<file path="src/rtl/cnn_layer_scheduler_pkg.sv">
// Shared definitions for the CNN layer scheduler: FSM states, descriptor
// field layout, error codes and the registered per-layer configuration.
package cnn_layer_scheduler_pkg;

    typedef enum logic [2:0] {
        S_IDLE   = 3'd0,
        S_LOAD   = 3'd1,
        S_SETTLE = 3'd2,
        S_START  = 3'd3,
        S_WAIT   = 3'd4,
        S_NEXT   = 3'd5
    } state_t;

    // word0 (config) field positions; bits [1:0] are reserved
    localparam int DESC_CONV_BIT  = 2;
    localparam int DESC_ACT_BIT   = 3;
    localparam int DESC_IDX_LSB   = 4;
    localparam int DESC_BIAS_LSB  = 8;
    localparam int DESC_ASH_LSB   = 13;
    // word1 (base addresses) field positions
    localparam int DESC_WBASE_LSB = 0;
    localparam int DESC_PBASE_LSB = 20;

    localparam logic [1:0] ERR_NONE    = 2'd0;
    localparam logic [1:0] ERR_BAD_NUM = 2'd1;
    localparam logic [1:0] ERR_TIMEOUT = 2'd2;
    localparam logic [1:0] ERR_ABORT   = 2'd3;

    typedef struct packed {
        logic        is_first;
        logic        is_last;
        logic        conv3x3;
        logic        act_type;
        logic [3:0]  layer_index;
        logic [4:0]  bias_shift;
        logic [2:0]  act_shift;
        logic [19:0] base_weight;
        logic [11:0] base_param;
    } layer_cfg_t;

endpackage

</file>
<file path="src/rtl/cnn_layer_scheduler_desc_ram.sv">
// Descriptor store: 2*N_LAYER x 32 register file, synchronous write,
// combinational read of both words of one layer. Contents are not reset.
module cnn_desc_ram #(
    parameter int N_LAYER = 3,
    parameter int W_LAYER = 2
) (
    input  logic               clk,
    input  logic               i_we,
    input  logic [W_LAYER:0]   i_waddr,
    input  logic [31:0]        i_wdata,
    input  logic [W_LAYER-1:0] i_rlayer,
    output logic [31:0]        o_word0,
    output logic [31:0]        o_word1
);

    localparam int DEPTH = 2 * N_LAYER;

    logic [31:0] mem_q [DEPTH];

    always_ff @(posedge clk) begin
        if (i_we && (int'(i_waddr) < DEPTH)) begin
            mem_q[i_waddr] <= i_wdata;
        end
    end

    assign o_word0 = mem_q[{i_rlayer, 1'b0}];
    assign o_word1 = mem_q[{i_rlayer, 1'b1}];

endmodule

</file>
<file path="src/rtl/cnn_layer_scheduler.sv">
// Walks the preloaded layer descriptors, presenting each layer's config to
// the frame FSM, pulsing start and waiting for its end-of-frame.
module cnn_layer_scheduler
    import cnn_layer_scheduler_pkg::*;
#(
    parameter int N_LAYER       = 3,
    parameter int W_LAYER       = (N_LAYER > 1) ? $clog2(N_LAYER) : 1,
    parameter int SETTLE_CYCLES = 2,
    parameter int WDT_CYCLES    = 0,
    parameter int W_WDT         = 24
) (
    input  logic               clk,
    input  logic               rstn,
    input  logic               i_desc_we,
    input  logic [W_LAYER:0]   i_desc_addr,
    input  logic [31:0]        i_desc_wdata,
    input  logic [4:0]         i_num_layers,
    input  logic               i_run,
    input  logic               i_abort,
    input  logic               i_layer_done,
    output logic               o_layer_start,
    output logic               o_is_first_layer,
    output logic               o_is_last_layer,
    output logic               o_is_conv3x3,
    output logic               o_act_type,
    output logic [3:0]         o_layer_index,
    output logic [4:0]         o_bias_shift,
    output logic [2:0]         o_act_shift,
    output logic [19:0]        o_base_addr_weight,
    output logic [11:0]        o_base_addr_param,
    output logic [W_LAYER-1:0] o_cur_layer,
    output logic               o_busy,
    output logic               o_done,
    output logic [1:0]         o_err,
    output logic [2:0]         o_dbg_state
);

    // Control protocol: i_run, i_abort and i_layer_done are single-cycle
    // pulses sampled on the rising edge; there is no back-pressure. i_run is
    // only accepted in IDLE, i_layer_done only in WAIT, i_abort only outside
    // IDLE. o_layer_start is a one-cycle pulse with config already stable.

    localparam int               W_SET       = $clog2(SETTLE_CYCLES + 1);
    localparam logic [W_SET-1:0] SETTLE_LAST = W_SET'(SETTLE_CYCLES - 1);
    localparam logic             WDT_EN      = (WDT_CYCLES != 0);
    // The START cycle and the first WAIT edge account for two of the budget.
    localparam logic [W_WDT-1:0] WDT_LIMIT   = W_WDT'((WDT_CYCLES >= 2) ? WDT_CYCLES - 2 : 0);
    localparam logic [4:0]       NUM_MAX     = 5'(N_LAYER);

    state_t             state_q, state_d;
    logic [W_LAYER-1:0] ptr_q, ptr_d;
    logic [W_LAYER-1:0] num_m1_q, num_m1_d;
    logic [W_SET-1:0]   settle_q, settle_d;
    logic [W_WDT-1:0]   wdt_q, wdt_d;
    logic               start_q, start_d;
    logic               busy_q, busy_d;
    logic               done_q, done_d;
    logic [1:0]         err_q, err_d;
    layer_cfg_t         cfg_q, cfg_d;

    logic [31:0]        desc_word0;
    logic [31:0]        desc_word1;
    logic               run_ok;
    logic               desc_unused;

    cnn_desc_ram #(
        .N_LAYER (N_LAYER),
        .W_LAYER (W_LAYER)
    ) u_desc_ram (
        .clk      (clk),
        .i_we     (i_desc_we),
        .i_waddr  (i_desc_addr),
        .i_wdata  (i_desc_wdata),
        .i_rlayer (ptr_q),
        .o_word0  (desc_word0),
        .o_word1  (desc_word1)
    );

    assign desc_unused = ^{desc_word0[31:16], desc_word0[1:0]};
    assign run_ok      = (i_num_layers != 5'd0) && (i_num_layers <= NUM_MAX);

    always_comb begin
        state_d  = state_q;
        ptr_d    = ptr_q;
        num_m1_d = num_m1_q;
        settle_d = settle_q;
        wdt_d    = wdt_q;
        start_d  = 1'b0;
        busy_d   = busy_q;
        done_d   = done_q;
        err_d    = err_q;
        cfg_d    = cfg_q;

        case (state_q)
            S_IDLE: begin
                if (i_run) begin
                    done_d = 1'b0;
                    if (run_ok) begin
                        ptr_d    = '0;
                        num_m1_d = W_LAYER'(i_num_layers - 5'd1);
                        err_d    = ERR_NONE;
                        busy_d   = 1'b1;
                        state_d  = S_LOAD;
                    end else begin
                        err_d = ERR_BAD_NUM;
                    end
                end
            end
            S_LOAD: begin
                cfg_d.is_first    = (ptr_q == '0);
                cfg_d.is_last     = (ptr_q == num_m1_q);
                cfg_d.conv3x3     = desc_word0[DESC_CONV_BIT];
                cfg_d.act_type    = desc_word0[DESC_ACT_BIT];
                cfg_d.layer_index = desc_word0[DESC_IDX_LSB +: 4];
                cfg_d.bias_shift  = desc_word0[DESC_BIAS_LSB +: 5];
                cfg_d.act_shift   = desc_word0[DESC_ASH_LSB +: 3];
                cfg_d.base_weight = desc_word1[DESC_WBASE_LSB +: 20];
                cfg_d.base_param  = desc_word1[DESC_PBASE_LSB +: 12];
                settle_d          = '0;
                state_d           = S_SETTLE;
            end
            S_SETTLE: begin
                if (settle_q == SETTLE_LAST) begin
                    start_d = 1'b1;
                    state_d = S_START;
                end else begin
                    settle_d = settle_q + W_SET'(1);
                end
            end
            S_START: begin
                wdt_d   = '0;
                state_d = S_WAIT;
            end
            S_WAIT: begin
                if (i_layer_done) begin
                    state_d = S_NEXT;
                end else if (WDT_EN && (wdt_q == WDT_LIMIT)) begin
                    err_d   = ERR_TIMEOUT;
                    busy_d  = 1'b0;
                    state_d = S_IDLE;
                end else begin
                    wdt_d = wdt_q + W_WDT'(1);
                end
            end
            S_NEXT: begin
                if (ptr_q == num_m1_q) begin
                    done_d  = 1'b1;
                    busy_d  = 1'b0;
                    state_d = S_IDLE;
                end else begin
                    ptr_d   = ptr_q + W_LAYER'(1);
                    state_d = S_LOAD;
                end
            end
            default: state_d = S_IDLE;
        endcase

        // Abort overrides whatever the state logic decided this cycle.
        if (i_abort && (state_q != S_IDLE)) begin
            state_d = S_IDLE;
            start_d = 1'b0;
            busy_d  = 1'b0;
            err_d   = ERR_ABORT;
        end
    end

    always_ff @(posedge clk or negedge rstn) begin
        if (!rstn) begin
            state_q  <= S_IDLE;
            ptr_q    <= '0;
            num_m1_q <= '0;
            settle_q <= '0;
            wdt_q    <= '0;
            start_q  <= 1'b0;
            busy_q   <= 1'b0;
            done_q   <= 1'b0;
            err_q    <= ERR_NONE;
            cfg_q    <= '0;
        end else begin
            state_q  <= state_d;
            ptr_q    <= ptr_d;
            num_m1_q <= num_m1_d;
            settle_q <= settle_d;
            wdt_q    <= wdt_d;
            start_q  <= start_d;
            busy_q   <= busy_d;
            done_q   <= done_d;
            err_q    <= err_d;
            cfg_q    <= cfg_d;
        end
    end

    assign o_layer_start      = start_q;
    assign o_is_first_layer   = cfg_q.is_first;
    assign o_is_last_layer    = cfg_q.is_last;
    assign o_is_conv3x3       = cfg_q.conv3x3;
    assign o_act_type         = cfg_q.act_type;
    assign o_layer_index      = cfg_q.layer_index;
    assign o_bias_shift       = cfg_q.bias_shift;
    assign o_act_shift        = cfg_q.act_shift;
    assign o_base_addr_weight = cfg_q.base_weight;
    assign o_base_addr_param  = cfg_q.base_param;
    assign o_cur_layer        = ptr_q;
    assign o_busy             = busy_q;
    assign o_done             = done_q;
    assign o_err              = err_q;
    assign o_dbg_state        = state_q;

endmodule

</file>
<file path="config.mk">
export PLATFORM = sky130hd
export DESIGN_NAME = cnn_layer_scheduler
export DESIGN_NICKNAME = d
export VERILOG_FILES = /design/src/rtl/cnn_layer_scheduler_pkg.sv /design/src/rtl/cnn_layer_scheduler_desc_ram.sv /design/src/rtl/cnn_layer_scheduler.sv
export SDC_FILE = /design/constraint.sdc
export NUM_CORES = 1
export LEC_CHECK = 0
export CORE_ASPECT_RATIO = 0.5
export CORE_MARGIN = 3
export CORE_UTILIZATION = 35
export CTS_BUF_LIST = sky130_fd_sc_hd__clkbuf_4
export DETAILED_ROUTE_END_ITERATION = 12
export MAX_ROUTING_LAYER = met4
export PLACE_DENSITY = 0.52
export RECOVER_POWER = 50
export SYNTH_ARGS = -nofsm -noshare
export SYNTH_HDL_FRONTEND = slang
export SYNTH_SLANG_ARGS = --single-unit
</file>
<file path="constraint.sdc">
create_clock -name clk -period 1.9 [get_ports clk]
set_clock_uncertainty 0.2 [all_clocks]
set_input_delay 0.38 -clock clk [delete_from_list [all_inputs] [get_ports clk]]
set_output_delay 0.38 -clock clk [all_outputs]
set_load 0.005 [all_outputs]
</file>
==> results.sh, run 1 <==
export IMPL_intPower_mw=8.39
export IMPL_htreeDepth=4
export IMPL_path_buf_inv=2
export IMPL_row_count=37
export IMPL_layout_cells_non_filler=996
export IMPL_yosysUniqueCellTypes=41
export IMPL_drc=0
export IMPL_cpPeakStageDelay_ns=0.61
export IMPL_nets=740
export IMPL_slew_headroom=0.496
export IMPL_cap_viol_max_count=0
export IMPL_crit_path_end_kind="flip-flop"
export IMPL_cts_root_buf="clkbuf_4"
export IMPL_yosysWarningCount=0
export IMPL_start_kind="primary input"
export IMPL_synthesis_area_sq_um=7700
export IMPL_io_buffers=103
export IMPL_place_area_sq_um=9340
export IMPL_synth_avg_cell_area_sq_um=14.2
export IMPL_synth_edf_count=138
export IMPL_cp_arrival_ns=1.82
export IMPL_crit_family="buffers and inverters"
export IMPL_syn_nets=591
export IMPL_vias=4525
export IMPL_dp_hpwl_um=9740
export IMPL_clkTransAtPathRegs_ns=0.17
export IMPL_core_area_sq_um=21100
export IMPL_synth_most_common_cell="edfxtp_1"
export IMPL_drt_iter0_drc=189
export IMPL_worstMarginPinSlew_ns=0.755
export IMPL_grt_max_degree=69
export IMPL_slowest_stage="dlygate4sd3_1"
export IMPL_seq_power_share=0.466
export IMPL_worstHoldPathType="in -> async"
export IMPL_area_delta_synth_final_pct=26.5
export IMPL_chipHeight_um=111
export IMPL_grt_pass1_wl_um=24900
export IMPL_clkSinkCount=200
export IMPL_synth_top_area_share=0.538
export IMPL_irDropWorstVdd_mv=0.409
export IMPL_path_class="in -> reg"
export IMPL_drt_wirelength_per_cell_um=15.1
export IMPL_clkPwrFrac=0.188
export IMPL_crit_fanout=22
export IMPL_p_sw_mw=3.87
export IMPL_sw_frac_of_total=0.316
export IMPL_fin_crit_sh=0.965
export IMPL_fin_crit_ns=1.83
export IMPL_ys_top_cells_by_count="edfxtp_1 (138), dfrtp_1 (62), nor2_1 (55), a21oi_1 (54), nand2_1 (53)"
export IMPL_setup_violations_final=0
export IMPL_slew_viol_final=0
export IMPL_clock_fmax_mhz=545
export IMPL_hold_viol=0
export IMPL_gr_total_overflow=0
export IMPL_ant_nets=0
export IMPL_synthArstFlopShare=0.310
export IMPL_rsz0062_at_grt="false"
export IMPL_drive_gt1_frac=0.162
export IMPL_ys_seq_elements=200
export IMPL_pwr_density_cell_nw_per_um2=1260
export IMPL_synth_area_leaders="edfxtp_1 (54%), dfrtp_1 (20%), mux2i_1 (6.2%)"
export IMPL_fin_area_sq_um=9740
export IMPL_status="completed"
export IMPL_hold_ws_ns=0.190
export IMPL_gp_congestion=0.721
export IMPL_firstDrtPassIters=4
export IMPL_leakage_nw=3.68
export IMPL_insertion_delay_ns=0.56
export IMPL_initial_core_util=0.365
export IMPL_die_area_sq_um=23900
export IMPL_seq_area_frac_synth=0.740
export IMPL_clockBufferDepth=2
export IMPL_synthFlopType="edfxtp_1"
export IMPL_place_inst=933
export IMPL_io_pins=104
export IMPL_required_ns=1.89
export IMPL_via_per_inst=4.54
export IMPL_totalWireLength_um=15000
export IMPL_p_comb_frac=0.346
export IMPL_synthCells=541
export IMPL_tritoncts="done"
export IMPL_cts_made_buffers=17
export IMPL_die_w_um=216
export IMPL_track_usage=0.136
export IMPL_antenna_found_initial=1
export IMPL_grt_pass1_vias=4618
export IMPL_yosysTopAreaCell="edfxtp_1"
export IMPL_crit_chain="dlygate4sd3_1 > nand2b_1 > nor2_4 > buf_2"
## layout by cell type (no fill, tap or decap), types with 20 or more instances in the layout
master / n
mux2i_1: 48
dfrtp_1: 58
nand2_1: 52
o21ai_1: 46
buf_4: 44
clkdlybuf4s15_1: 43
dlygate4sd3_1: 34
clkbuf_4: 20
a21oi_1: 54
edfxtp_1: 138
nor2_1: 52
## final timing paths
path | startpoint | end | slack, ns | cells past startpoint
worst max-delay path | i_desc_addr[2] | u_desc_ram.mem_q[3][21]$_DFFE_PP_ | 0.07 | 4
worst min-delay path | rstn | settle_q[0]$_DFFE_PN0P_ | 0.19 | 2
worst max register to register | o_dbg_state[2]$_DFFE_PN0P_ | num_m1_q[0]$_DFFE_PN0P_ | 0.10 | 4
worst min register to register | o_base_addr_param[5]$_DFFE_PN0P_ | o_base_addr_param[5]$_DFFE_PN0P_ | 0.30 | 2
max in group asynchronous | rstn | o_base_addr_param[3]$_DFFE_PN0P_ | 0.31 | 3
min in group clk | i_run | o_err[1]$_DFFE_PN0P_ | 0.29 | 3
## through the flow
step / TNS, ns / power [mW] / utilization / setup WS, ns
final: 0 / 12.3 / 0.462 / 0.0662
after floorplan: 0 / 8.14 / - / 0.0103
after CTS: 0 / 12.3 / 0.461 / 0.00840
after detailed placement: -15.34 / 10.1 / 0.443 / -0.520
after global placement: -12.17 / 10.1 / 0.443 / -0.495
after global routing: 0 / 13.2 / 0.462 / 0.000126
## sequential cells by signal (all words and copies together) (netlist names), 3 cells and up
register and cells:
o_act_shift 3, o_bias_shift 5, u_desc_ram.mem_q 138, o_dbg_state 3, o_layer_index 4, o_base_addr_weight 20
o_base_addr_param 12
## power groups by stage
stage	Clock (mW)	Combinational, mW	Sequential [mW]
floorplan	0	2.29	5.85
global placement	0	4.19	5.88
detailed placement	0	4.21	5.89
CTS	2.41	4.17	5.71
global route	2.61	4.77	5.81
finish	2.31	4.24	5.71
## layer usage
metal,share of wire,vias to the layer above,track usage
met3,0.029,7,0.0337
met5,0,-,-
met1,0.49,2216,0.180
met4,0.0069,0,0.0295
met2,0.48,50,0.214
li1,-,2252,-
## cell families (layout without fill, tap and decap cells)
group	count (synthesis)	after routing	synth area share
compound gates	112	112	0.0767
xor+xnor	3	3	0.00341
buf+inv	40	202	0.0280
fa+ha+maj	4	4	0.00650
simple gates	130	130	0.0757
flops	200	200	0.740
mux	52	52	0.0697
other cells	0	1	0
## cell type report
type / instances / area, sq um
repair buffers: 163 / 1510
clock buffers: 18 / 135
diodes: 1 / 2.50
inverters: 7 / 26.3
multi-input cells: 301 / 1830
fillers: 1933 / 11300
clock inverters: 14 / 163
flip-flops and latches: 200 / 5710
well taps: 292 / 365
## repair_timing
| action | in CTS | in global routing |
|---|---|---|
| setup buffers | 18 | 11 |
| gates resized for setup | 74 | 45 |
| setup endpoints to repair | 58 | 45 |
| endpoints found under the hold margin | 62 | 0 |
| hold buffers | 1 | 0 |
Note: power is estimated with default switching activity, not from simulation.
==> run 2, diff against run 1 <==
GPL_TIMING_DRIVEN = 0   (was not set)
==> run 2 against run 1 <==
  * Global-route usage increased by 2.6 points
  * Flip-flop and latch count unchanged
  * Clock power about the same
  * Die area did not move
  * Hold slack better by 0.068 ns
  * Non-clock buffer count is 14 higher
  * Power increased by 2.0%
  * Cell count increased by 1.5%
  * Maximum frequency is 1.6% lower
  * Final area is 0.78% higher
  * Combinational power rose by 6.1%
  * Critical endpoint is now u_desc_ram.mem_q[5][28]$_DFFE_PP_
==> results.sh, run 2 (synthesis results as in run 1) <==
export IMPL_status="completed"
export IMPL_nets=756
export IMPL_layout_commonest_cell="edfxtp_1"
export IMPL_core_area_sq_um=21100
export IMPL_cts_made_buffers=17
export IMPL_row_count=37
export IMPL_htreeDepth=4
export IMPL_slowest_stage="dlygate4sd3_1"
export IMPL_clkSinkCount=200
export IMPL_required_ns=1.93
export IMPL_crit_path_end_kind="flip-flop"
export IMPL_track_usage=0.162
export IMPL_irDropWorstVdd_mv=0.513
export IMPL_largest_reg_flops=138
export IMPL_clockBufferDepth=2
export IMPL_top_register="u_desc_ram.mem_q"
export IMPL_path_buf_inv=2
export IMPL_insertion_delay_ns=0.56
export IMPL_io_buffers=102
export IMPL_worstMarginPinSlew_ns=0.958
export IMPL_gp_congestion=0.774
export IMPL_clock_fmax_mhz=537
export IMPL_crit_chain="dlygate4sd3_1 > nand2b_1 > nor2_1 > clkbuf_1"
export IMPL_grt_pass1_vias=4719
export IMPL_worstHoldPathType="in -> reg"
export IMPL_via_per_inst=4.67
export IMPL_vias=4717
export IMPL_drt_iter0_drc=304
export IMPL_num_antenna_cells=0
export IMPL_dp_hpwl_um=11100
export IMPL_drive_gt1_frac=0.160
export IMPL_grt_max_degree=61
export IMPL_slew_headroom=0.361
export IMPL_die_area_sq_um=23900
export IMPL_fin_crit_sh=0.981
export IMPL_grt_pass1_wl_um=28300
export IMPL_path_class="in -> reg"
export IMPL_layout_common_cells="edfxtp_1 (138), dfrtp_1 (60), a21oi_1 (54)"
export IMPL_initial_core_util=0.365
export IMPL_clkTransAtPathRegs_ns=0.17
export IMPL_tns_ns=0
export IMPL_layout_cells_non_filler=1011
export IMPL_chipHeight_um=111
export IMPL_seqCellArea_sq_um=5700
export IMPL_area_delta_synth_final_pct=27.5
export IMPL_cts_root_buf="clkbuf_4"
export IMPL_pwr_density_cell_nw_per_um2=1270
export IMPL_drc=0
export IMPL_antenna_found_initial=0
export IMPL_drt_wirelength_per_cell_um=18.1
export IMPL_cap_viol_max_count=0
export IMPL_leakage_nw=3.75
export IMPL_fin_crit_ns=1.86
export IMPL_cp_arrival_ns=1.90
export IMPL_power_mw=12.5
export IMPL_tritoncts="done"
export IMPL_setup_ws_ns=0.0366
export IMPL_dp_slack_ns=-0.943
export IMPL_place_inst=938
export IMPL_crit_family="buffers and inverters"
export IMPL_firstDrtPassIters=4
export IMPL_setup_violations_final=0
export IMPL_crit_fanout=5
export IMPL_hold_viol=0
export IMPL_gr_total_overflow=0
export IMPL_cpPeakStageDelay_ns=0.66
export IMPL_start_kind="primary input"
export IMPL_die_w_um=216
export IMPL_ant_nets=0
export IMPL_n_fill_cell=1925
export IMPL_multi_input_comb_area_sq_um=1850
export IMPL_slew_viol_final=0
export IMPL_io_pins=104
export IMPL_totalWireLength_um=18300
[run 2: changes by cell type in the layout (fill, tap and decap cells not counted), sizes merged]
cell | previous run | this run
clkdlybuf4s15 | 43 | 39
clkinvlp | 2 | 1
nor2 | 56 | 58
dlygate4sd3 | 34 | 36
clkinv | 3 | 7
inv | 14 | 11
buf | 55 | 57
dlygate4sd2 | 9 | 19
clkbuf | 29 | 34
clkdlybuf4s50 | 11 | 10
diode | 1 | 0
[run 2: layout make-up]
| type | instances | share of cell area |
|---|---|---|
| clock inverters | 14 | 0.0149 |
| well taps | 292 | 0.0372 |
| inverters | 7 | 0.00268 |
| flip-flops and latches | 200 | 0.581 |
| multi-input cells | 303 | 0.188 |
| repair buffers | 144 | 0.140 |
| plain buffers | 33 | 0.0227 |
| clock buffers | 18 | 0.0138 |
[run 2: per-stage QoR]
stage / cell area [sq um] / hold WS [ns] / util
after detailed placement: 9210 / -0.0132 / 0.437
final: 9810 / 0.259 / 0.466
after global placement: 9120 / 0.268 / 0.433
after floorplan: 7740 / -0.116 / -
after global routing: 9810 / 0.181 / 0.466
after CTS: 9640 / 0.116 / 0.457
[run 2: timing repair]
action                     CTS  global route
hold buffers                 3             0
hold endpoints to repair    64             0
pin swaps                    0             4
cloned                       2             0
setup buffers               16            20
resized for setup           88            37
setup endpoints to repair  181           119
[run 2: power by group]
group	switching (mW)	total [mW]	leakage, nW	internal, mW
Sequential	0.360	5.73	2.02	5.37
Clock	1.47	2.28	0.153	0.807
Combinational	2.33	4.50	1.57	2.17
Total	4.16	12.5	3.75	8.35
[run 2: final timing paths]
kind                                                  start                           endpoint  slack (ns)  depth (start not counted)
hold reg to reg            o_base_addr_param[5]$_DFFE_PN0P_   o_base_addr_param[5]$_DFFE_PN0P_        0.30                          2
setup reg to reg                 o_cur_layer[0]$_DFFE_PN0P_         o_cur_layer[1]$_DFFE_PN0P_        0.10                          6
setup / recovery                             i_desc_addr[2]  u_desc_ram.mem_q[5][28]$_DFFE_PP_        0.04                          4
hold / removal                                        i_run               o_err[1]$_DFFE_PN0P_        0.26                          2
max in group asynchronous                              rstn         o_dbg_state[0]$_DFFE_PN0P_        0.42                          3
min in group asynchronous                              rstn         o_dbg_state[1]$_DFFE_PN0P_        0.44                          3
[run 2: layer usage]
layer / GRT usage / vias to the layer above / wire, um
met3: 0.0263 / 4 / 617
li1: - / 2292 / -
met5: - / - / 0
met4: 0.0453 / 0 / 98
met2: 0.247 / 78 / 8600
met1: 0.226 / 2343 / 9000
